<file path="src/rtl/demux_pkg.sv">
`default_nettype none
// ============================================================================
// Module   : demux_pkg
// Purpose  : Shared constants for the 1-to-4 stream demultiplexer.
// Contents : NUM_CH  - number of output channels
//            SEL_W   - width of a channel index / round-robin pointer
//            RR_WRAP - last pointer value before wrapping back to 0
// Revision : 1.0 - initial release
// ============================================================================
package demux_pkg;

  localparam int NUM_CH = 4;
  localparam int SEL_W  = 2;
  localparam logic [SEL_W-1:0] RR_WRAP = SEL_W'(NUM_CH - 1);

endpackage : demux_pkg
`default_nettype wire

</file>
<file path="src/rtl/demux1_4_stream_if.sv">
`default_nettype none
// ============================================================================
// Module   : demux1_4_stream_if
// Purpose  : Bundles the producer-side stream, the four consumer channels and
//            the status outputs of demux1_4_stream.
// Ports    : in_valid/in_ready/in_data/in_sel/rr_en - producer side
//            y0..y3/y_valid/y_ready                  - consumer channels
//            rr_ptr/busy                             - status
// Modports : master - environment (drives producer side and y_ready)
//            slave  - the demultiplexer itself
// Revision : 1.0 - initial release
// ============================================================================
interface demux1_4_stream_if #(
  parameter int WIDTH = 3
);
  import demux_pkg::*;

  logic                 in_valid;
  logic                 in_ready;
  logic [WIDTH-1:0]     in_data;
  logic [SEL_W-1:0]     in_sel;
  logic                 rr_en;
  logic [WIDTH-1:0]     y0;
  logic [WIDTH-1:0]     y1;
  logic [WIDTH-1:0]     y2;
  logic [WIDTH-1:0]     y3;
  logic [NUM_CH-1:0]    y_valid;
  logic [NUM_CH-1:0]    y_ready;
  logic [SEL_W-1:0]     rr_ptr;
  logic                 busy;

  modport master (
    output in_valid, in_data, in_sel, rr_en, y_ready,
    input  in_ready, y0, y1, y2, y3, y_valid, rr_ptr, busy
  );

  modport slave (
    input  in_valid, in_data, in_sel, rr_en, y_ready,
    output in_ready, y0, y1, y2, y3, y_valid, rr_ptr, busy
  );

endinterface : demux1_4_stream_if
`default_nettype wire

</file>
<file path="src/rtl/demux_slot.sv">
`default_nettype none
// ============================================================================
// Module   : demux_slot
// Purpose  : One-entry holding register for a single output channel.
//            A load always wins over a drain, so a channel that is emptied
//            and refilled in the same cycle stays valid with the new word.
//            Data is kept when the slot drains (content is stale but stable).
// Ports    : clk   - clock
//            rst_n - asynchronous active-low reset
//            load  - capture din this cycle
//            din   - incoming word
//            ready - consumer takes the held word this cycle
//            dout  - held word
//            valid - slot holds a valid word
// Revision : 1.0 - initial release
// ============================================================================
module demux_slot #(
  parameter int WIDTH = 3
) (
  input  logic             clk,
  input  logic             rst_n,
  input  logic             load,
  input  logic [WIDTH-1:0] din,
  input  logic             ready,
  output logic [WIDTH-1:0] dout,
  output logic             valid
);

  logic [WIDTH-1:0] data_q;
  logic [WIDTH-1:0] data_d;
  logic             valid_q;
  logic             valid_d;

  always_comb begin
    data_d  = data_q;
    valid_d = valid_q;
    if (load) begin
      data_d  = din;
      valid_d = 1'b1;
    end else if (valid_q && ready) begin
      valid_d = 1'b0;
    end
  end

  always_ff @(posedge clk or negedge rst_n) begin
    if (!rst_n) begin
      data_q  <= '0;
      valid_q <= 1'b0;
    end else begin
      data_q  <= data_d;
      valid_q <= valid_d;
    end
  end

  assign dout  = data_q;
  assign valid = valid_q;

endmodule : demux_slot
`default_nettype wire

</file>
<file path="src/rtl/demux1_4_stream.sv">
`default_nettype none
// ============================================================================
// Module   : demux1_4_stream
// Purpose  : Registered 1-to-4 stream demultiplexer. Each accepted word is
//            steered to one of four one-entry channel slots, chosen either by
//            an explicit select or by a strict-order round-robin pointer.
// Ports    : clk   - clock
//            rst_n - asynchronous active-low reset
//            bus   - demux1_4_stream_if.slave (stream in, channels out,
//                    rr_ptr and busy status)
// Revision : 1.0 - initial release
// ============================================================================
module demux1_4_stream
  import demux_pkg::*;
#(
  parameter int WIDTH = 3
) (
  input  logic                clk,
  input  logic                rst_n,
  demux1_4_stream_if.slave    bus
);

  logic [SEL_W-1:0]  dest;
  logic              in_ready;
  logic              accept;
  logic [NUM_CH-1:0] y_valid;
  logic [WIDTH-1:0]  y_data [NUM_CH];
  logic [SEL_W-1:0]  rr_ptr_q;
  logic [SEL_W-1:0]  rr_ptr_d;

  // Destination follows rr_en in the same cycle; the pointer value itself is
  // untouched by mode changes.
  assign dest = bus.rr_en ? rr_ptr_q : bus.in_sel;

  // Only the addressed channel matters: a full slot accepts when its own
  // consumer is draining it this cycle. No dependency on in_valid.
  assign in_ready = ~y_valid[dest] | bus.y_ready[dest];
  assign accept   = bus.in_valid & in_ready;

  for (genvar i = 0; i < NUM_CH; i++) begin : g_slot
    demux_slot #(
      .WIDTH (WIDTH)
    ) u_slot (
      .clk   (clk),
      .rst_n (rst_n),
      .load  (accept && (dest == SEL_W'(i))),
      .din   (bus.in_data),
      .ready (bus.y_ready[i]),
      .dout  (y_data[i]),
      .valid (y_valid[i])
    );
  end

  // Pointer never skips a busy channel: it only moves on an actual accept.
  always_comb begin
    rr_ptr_d = rr_ptr_q;
    if (accept && bus.rr_en) begin
      rr_ptr_d = (rr_ptr_q == RR_WRAP) ? '0 : rr_ptr_q + 1'b1;
    end
  end

  always_ff @(posedge clk or negedge rst_n) begin
    if (!rst_n) begin
      rr_ptr_q <= '0;
    end else begin
      rr_ptr_q <= rr_ptr_d;
    end
  end

  assign bus.in_ready = in_ready;
  assign bus.y0       = y_data[0];
  assign bus.y1       = y_data[1];
  assign bus.y2       = y_data[2];
  assign bus.y3       = y_data[3];
  assign bus.y_valid  = y_valid;
  assign bus.rr_ptr   = rr_ptr_q;
  assign bus.busy     = |y_valid;

endmodule : demux1_4_stream
`default_nettype wire

</file>
<file path="src/flat_wrapper.sv">
// flat-port wrapper written by rule: the top's interface ports become plain ports
module demux1_4_stream_flat import demux_pkg::*;
#(
  parameter int WIDTH = 3
)
  (clk, rst_n, bus_in_valid, bus_in_data, bus_in_sel, bus_rr_en, bus_y_ready, bus_in_ready, bus_y0, bus_y1, bus_y2, bus_y3, bus_y_valid, bus_rr_ptr, bus_busy);
  demux1_4_stream_if #(.WIDTH(WIDTH)) bus_i ();
  input  logic clk;
  input  logic rst_n;
  input wire logic [$bits(bus_i.in_valid)-1:0] bus_in_valid;
  input wire logic [$bits(bus_i.in_data)-1:0] bus_in_data;
  input wire logic [$bits(bus_i.in_sel)-1:0] bus_in_sel;
  input wire logic [$bits(bus_i.rr_en)-1:0] bus_rr_en;
  input wire logic [$bits(bus_i.y_ready)-1:0] bus_y_ready;
  output wire logic [$bits(bus_i.in_ready)-1:0] bus_in_ready;
  output wire logic [$bits(bus_i.y0)-1:0] bus_y0;
  output wire logic [$bits(bus_i.y1)-1:0] bus_y1;
  output wire logic [$bits(bus_i.y2)-1:0] bus_y2;
  output wire logic [$bits(bus_i.y3)-1:0] bus_y3;
  output wire logic [$bits(bus_i.y_valid)-1:0] bus_y_valid;
  output wire logic [$bits(bus_i.rr_ptr)-1:0] bus_rr_ptr;
  output wire logic [$bits(bus_i.busy)-1:0] bus_busy;
  assign bus_i.in_valid = bus_in_valid;
  assign bus_i.in_data = bus_in_data;
  assign bus_i.in_sel = bus_in_sel;
  assign bus_i.rr_en = bus_rr_en;
  assign bus_i.y_ready = bus_y_ready;
  assign bus_in_ready = bus_i.in_ready;
  assign bus_y0 = bus_i.y0;
  assign bus_y1 = bus_i.y1;
  assign bus_y2 = bus_i.y2;
  assign bus_y3 = bus_i.y3;
  assign bus_y_valid = bus_i.y_valid;
  assign bus_rr_ptr = bus_i.rr_ptr;
  assign bus_busy = bus_i.busy;
  demux1_4_stream #(.WIDTH(WIDTH)) u_core (.clk(clk), .rst_n(rst_n), .bus(bus_i));
endmodule
</file>
<file path="config.mk">
export PLATFORM = sky130hd
export DESIGN_NAME = demux1_4_stream_flat
export DESIGN_NICKNAME = d
export VERILOG_FILES = /design/src/rtl/demux_pkg.sv /design/src/rtl/demux1_4_stream_if.sv /design/src/rtl/demux_slot.sv /design/src/rtl/demux1_4_stream.sv /design/src/flat_wrapper.sv
export SDC_FILE = /design/constraint.sdc
export NUM_CORES = 1
export LEC_CHECK = 0
export ABC_CLOCK_PERIOD_IN_PS = 4100
export BUFFER_PORTS_ARGS = -buffer_cell sky130_fd_sc_hd__buf_2
export CORE_MARGIN = 3
export CORE_UTILIZATION = 49
export DETAILED_ROUTE_END_ITERATION = 8
export GPL_TIMING_DRIVEN = 0
export PLACE_DENSITY_LB_ADDON = 0.25
export RECOVER_POWER = 50
export SLEW_MARGIN = 30
export SYNTH_ARGS = -nofsm -noshare
export SYNTH_HDL_FRONTEND = slang
export SYNTH_SLANG_ARGS = --single-unit
export TNS_END_PERCENT = 100
</file>
<file path="constraint.sdc">
create_clock -name clk -period 4.1 [get_ports clk]
set_input_delay 0.615 -clock clk [delete_from_list [all_inputs] [get_ports clk]]
set_output_delay 0.615 -clock clk [all_outputs]
set_load 0.02 [all_outputs]
</file>
==> run summary <==
Nets@finish: 112
Seq pwr share: 39.2%
Longest Clk Path Bufs: 2
Post-synth cell types: 17
Later-pin clock latency in the skew report: 0.29 ns
Synth Warn #: 0
Sink Count: 18
Via density: 5.319
CTS root buf: clkbuf_4
Area of the multi-input gates: 332.8 um^2
Global routing usage on met3: 2.682%
Gate Count Post-Synth: 61
Critical-path top delay cell: mux2i_1
Max IR drop VDD: 0.4130 mV
Wire length per cell: 14.16 um
Initial Util: 53.00%
Layout filler cell count: 132
Worst EP arrival: 1.95 ns
DRC viols: 0
Sw Share: 40.47%
Grt peak-use layer: met2
Clock skew: 0.005537 ns
Vias post-DR: 601
Period utilization: 62.68%
Hold_ws: 0.4214 ns
Worst-path clk slew: 0.10 ns
Core area: 1541 um^2
Startpoint types: input pin
Post-synth design cell area: 817.0 um^2
# H-tree levels: 1
Kind of end point of the critical path: output port
Total area of sequential cells: 450.4 um^2
Max Fclk: 389.1 MHz
Total wire length: 1600 um
Share of post-route cells with drive strength above 1: 47.42%
Sequential-to-total area share from yosys stat: 55.13%
Kind of critical path: input pin to output port
Yosys top cell area share: 55.13%
Pwr dens: 770.8 nW/um^2
I/O pin count: 33
Clock power frac: 13.6%
Rel. slew slack: 38.95%
Leak: 0.5145 nW
Setup violators final: 0
CP required: 3.48 ns
Final Max Slew Viols: 0
Worst-Margin Slew: 0.9157 ns
Gr usage total: 17.39%
Status: complete, no violations
Post-CTS sizing: 0
Synth top area cells: dfrtp_1 55%, mux2_2 18%, mux2i_1 4.9%, buf_4 3.7%, nand2b_1 3.1%
First-pass GRT wire length: 2642 um
Post-synth net total: 75
Final Hold Vio Count: 0
RSZ-0062 raised after global routing: no
Post-CTS Hold Fix Bufs: 0
Ant. Diodes: 0
Met2 GRT Util: 29.00%
Vias in the first global route: 599
Cell chain of the critical path: clkbuf_1 > mux2i_1 > mux2i_1 > mux2i_1 > buf_2
Pin count of the biggest net entering global routing: 19
Hold Path Class: input pin to asynchronous set/reset pin
DR iter-0 viols: 8
Area growth syn-to-layout: 24.81%
CTS tree: built
FF+latch count, synth: 18
Fin crit period: 2.570 ns
Crit-path max cell delay: 0.52 ns
Num CTS Buffers: 3
Setup_tns: 0 ns
Max-cap violations: 0
Total gr overflow: 0
Synth Area per Inst: 13.39 um^2
Gate power share: 47.1%
Initial antenna violation count: 0
Port Buffers: 32
Cell mode on critical path: mux2i_1
Net Switching: 0.3181 mW
Die ar.: 2194 um^2
Post-DP HPWL: 1256 um
GPL Wtd Cong: 0.6873
Routed Antenna Nets: 0
Critical Path Fanout Max: 6
Pre-antenna DRT Iters: 3
Site Rows: 14
Synth area leader: dfrtp_1
Post-CTS Setup Bufs: 0
Die H: 46.84 um
Die Span X: 46.84 um
Internal power: 0.4679 mW
Met1 Usage GRT: 22.06%
[kinds of logic after synthesis]
logic type | count (synthesis) | synth area share, %
compound gates | 2 | 1.838
fa+ha+maj | 1 | 1.531
buf+inv | 4 | 3.675
flops | 18 | 55.13
simple gates | 17 | 11.94
mux | 19 | 25.88
[per-stage QoR]
step / cells / util, % / setup slack (ns) / area, um^2 / power (mW)
final: 113 / 66.15 / 1.530 / 1020 / 0.7860
after global placement: 109 / 64.69 / 1.768 / 997.2 / 0.6832
after detailed placement: 109 / 64.69 / 1.733 / 997.2 / 0.6978
after global routing: 113 / 66.15 / 1.369 / 1020 / 0.8393
after floorplan: 61 / - / 2.013 / 817.0 / 0.5649
after CTS: 113 / 67.05 / 1.737 / 1033 / 0.8068
[routing by layer]
layer  wire length (um)  part of all wire, %
met1                672                   42
met3                116                  7.2
met4                 31                  1.9
met5                  0                    0
met2                779                   49
[cell type report]
class,instances,share of cell area [%]
plain buffers,4,2.945
flip-flops and latches,18,44.17
repair buffers,32,14.72
clock buffers,4,3.558
well taps,16,1.963
multi-input cells,39,32.64
[power groups by stage]
stage	combinational, mW	clock (mW)	sequential, mW
floorplan	0.169	0	0.396
global placement	0.377	0	0.307
detailed placement	0.386	0	0.312
CTS	0.386	0.110	0.310
global route	0.401	0.115	0.323
finish	0.370	0.107	0.308
[flip-flops by register name, indices dropped and copies added (netlist names)]
name                        flops
u_core.bus.rr_ptr               2
u_core.g_slot.u_slot.dout      12
u_core.g_slot.u_slot.valid      4
[placed cells by master (no fill, tap or decap), drive strengths merged]
master and instances:
buf 28, dfrtp 18, mux2 14, clkbuf 12, mux2i 5, nand2 5, nand2b 4, nand4 2
nand4b 2, or4 1, nand3 1, nor3 1, o22a 1, or2 1, o22ai 1, ha 1
[critical path, delay by kind of cell]
family / cells / cell delay, ns
buf+inv: 2 / 0.38
mux: 3 / 0.96
[Yosys cell counts]
cell type and count:
buf_4 4, dfrtp_1 18, ha_1 1, mux2_1 1, mux2_2 13, mux2i_1 4
mux2i_2 1, nand2_1 5, nand2b_1 4, nand3_1 1, nand4_1 2, nand4b_1 2
nor3_1 1, o22a_1 1, o22ai_1 1, or2_2 1, or4_1 1
[path summary, 6_finish.rpt]
path | slack (ns) | cells after the start | endpoint | start
max | 1.53 | 5 | bus_in_ready | bus_rr_en
min | 0.42 | 1 | u_core.g_slot[3].u_slot.valid | rst_n
max reg2reg | 2.31 | 4 | u_core.bus.rr_ptr[1] | u_core.bus.rr_ptr[1]
min reg2reg | 0.52 | 1 | u_core.g_slot[1].u_slot.dout[0] | u_core.g_slot[1].u_slot.dout[0]
max in group asynchronous | 3.12 | 1 | u_core.bus.rr_ptr[1] | rst_n
min in group clk | 0.52 | 1 | u_core.g_slot[1].u_slot.dout[0] | u_core.g_slot[1].u_slot.dout[0]
No activity file was read; power rests on OpenSTA's default activity.
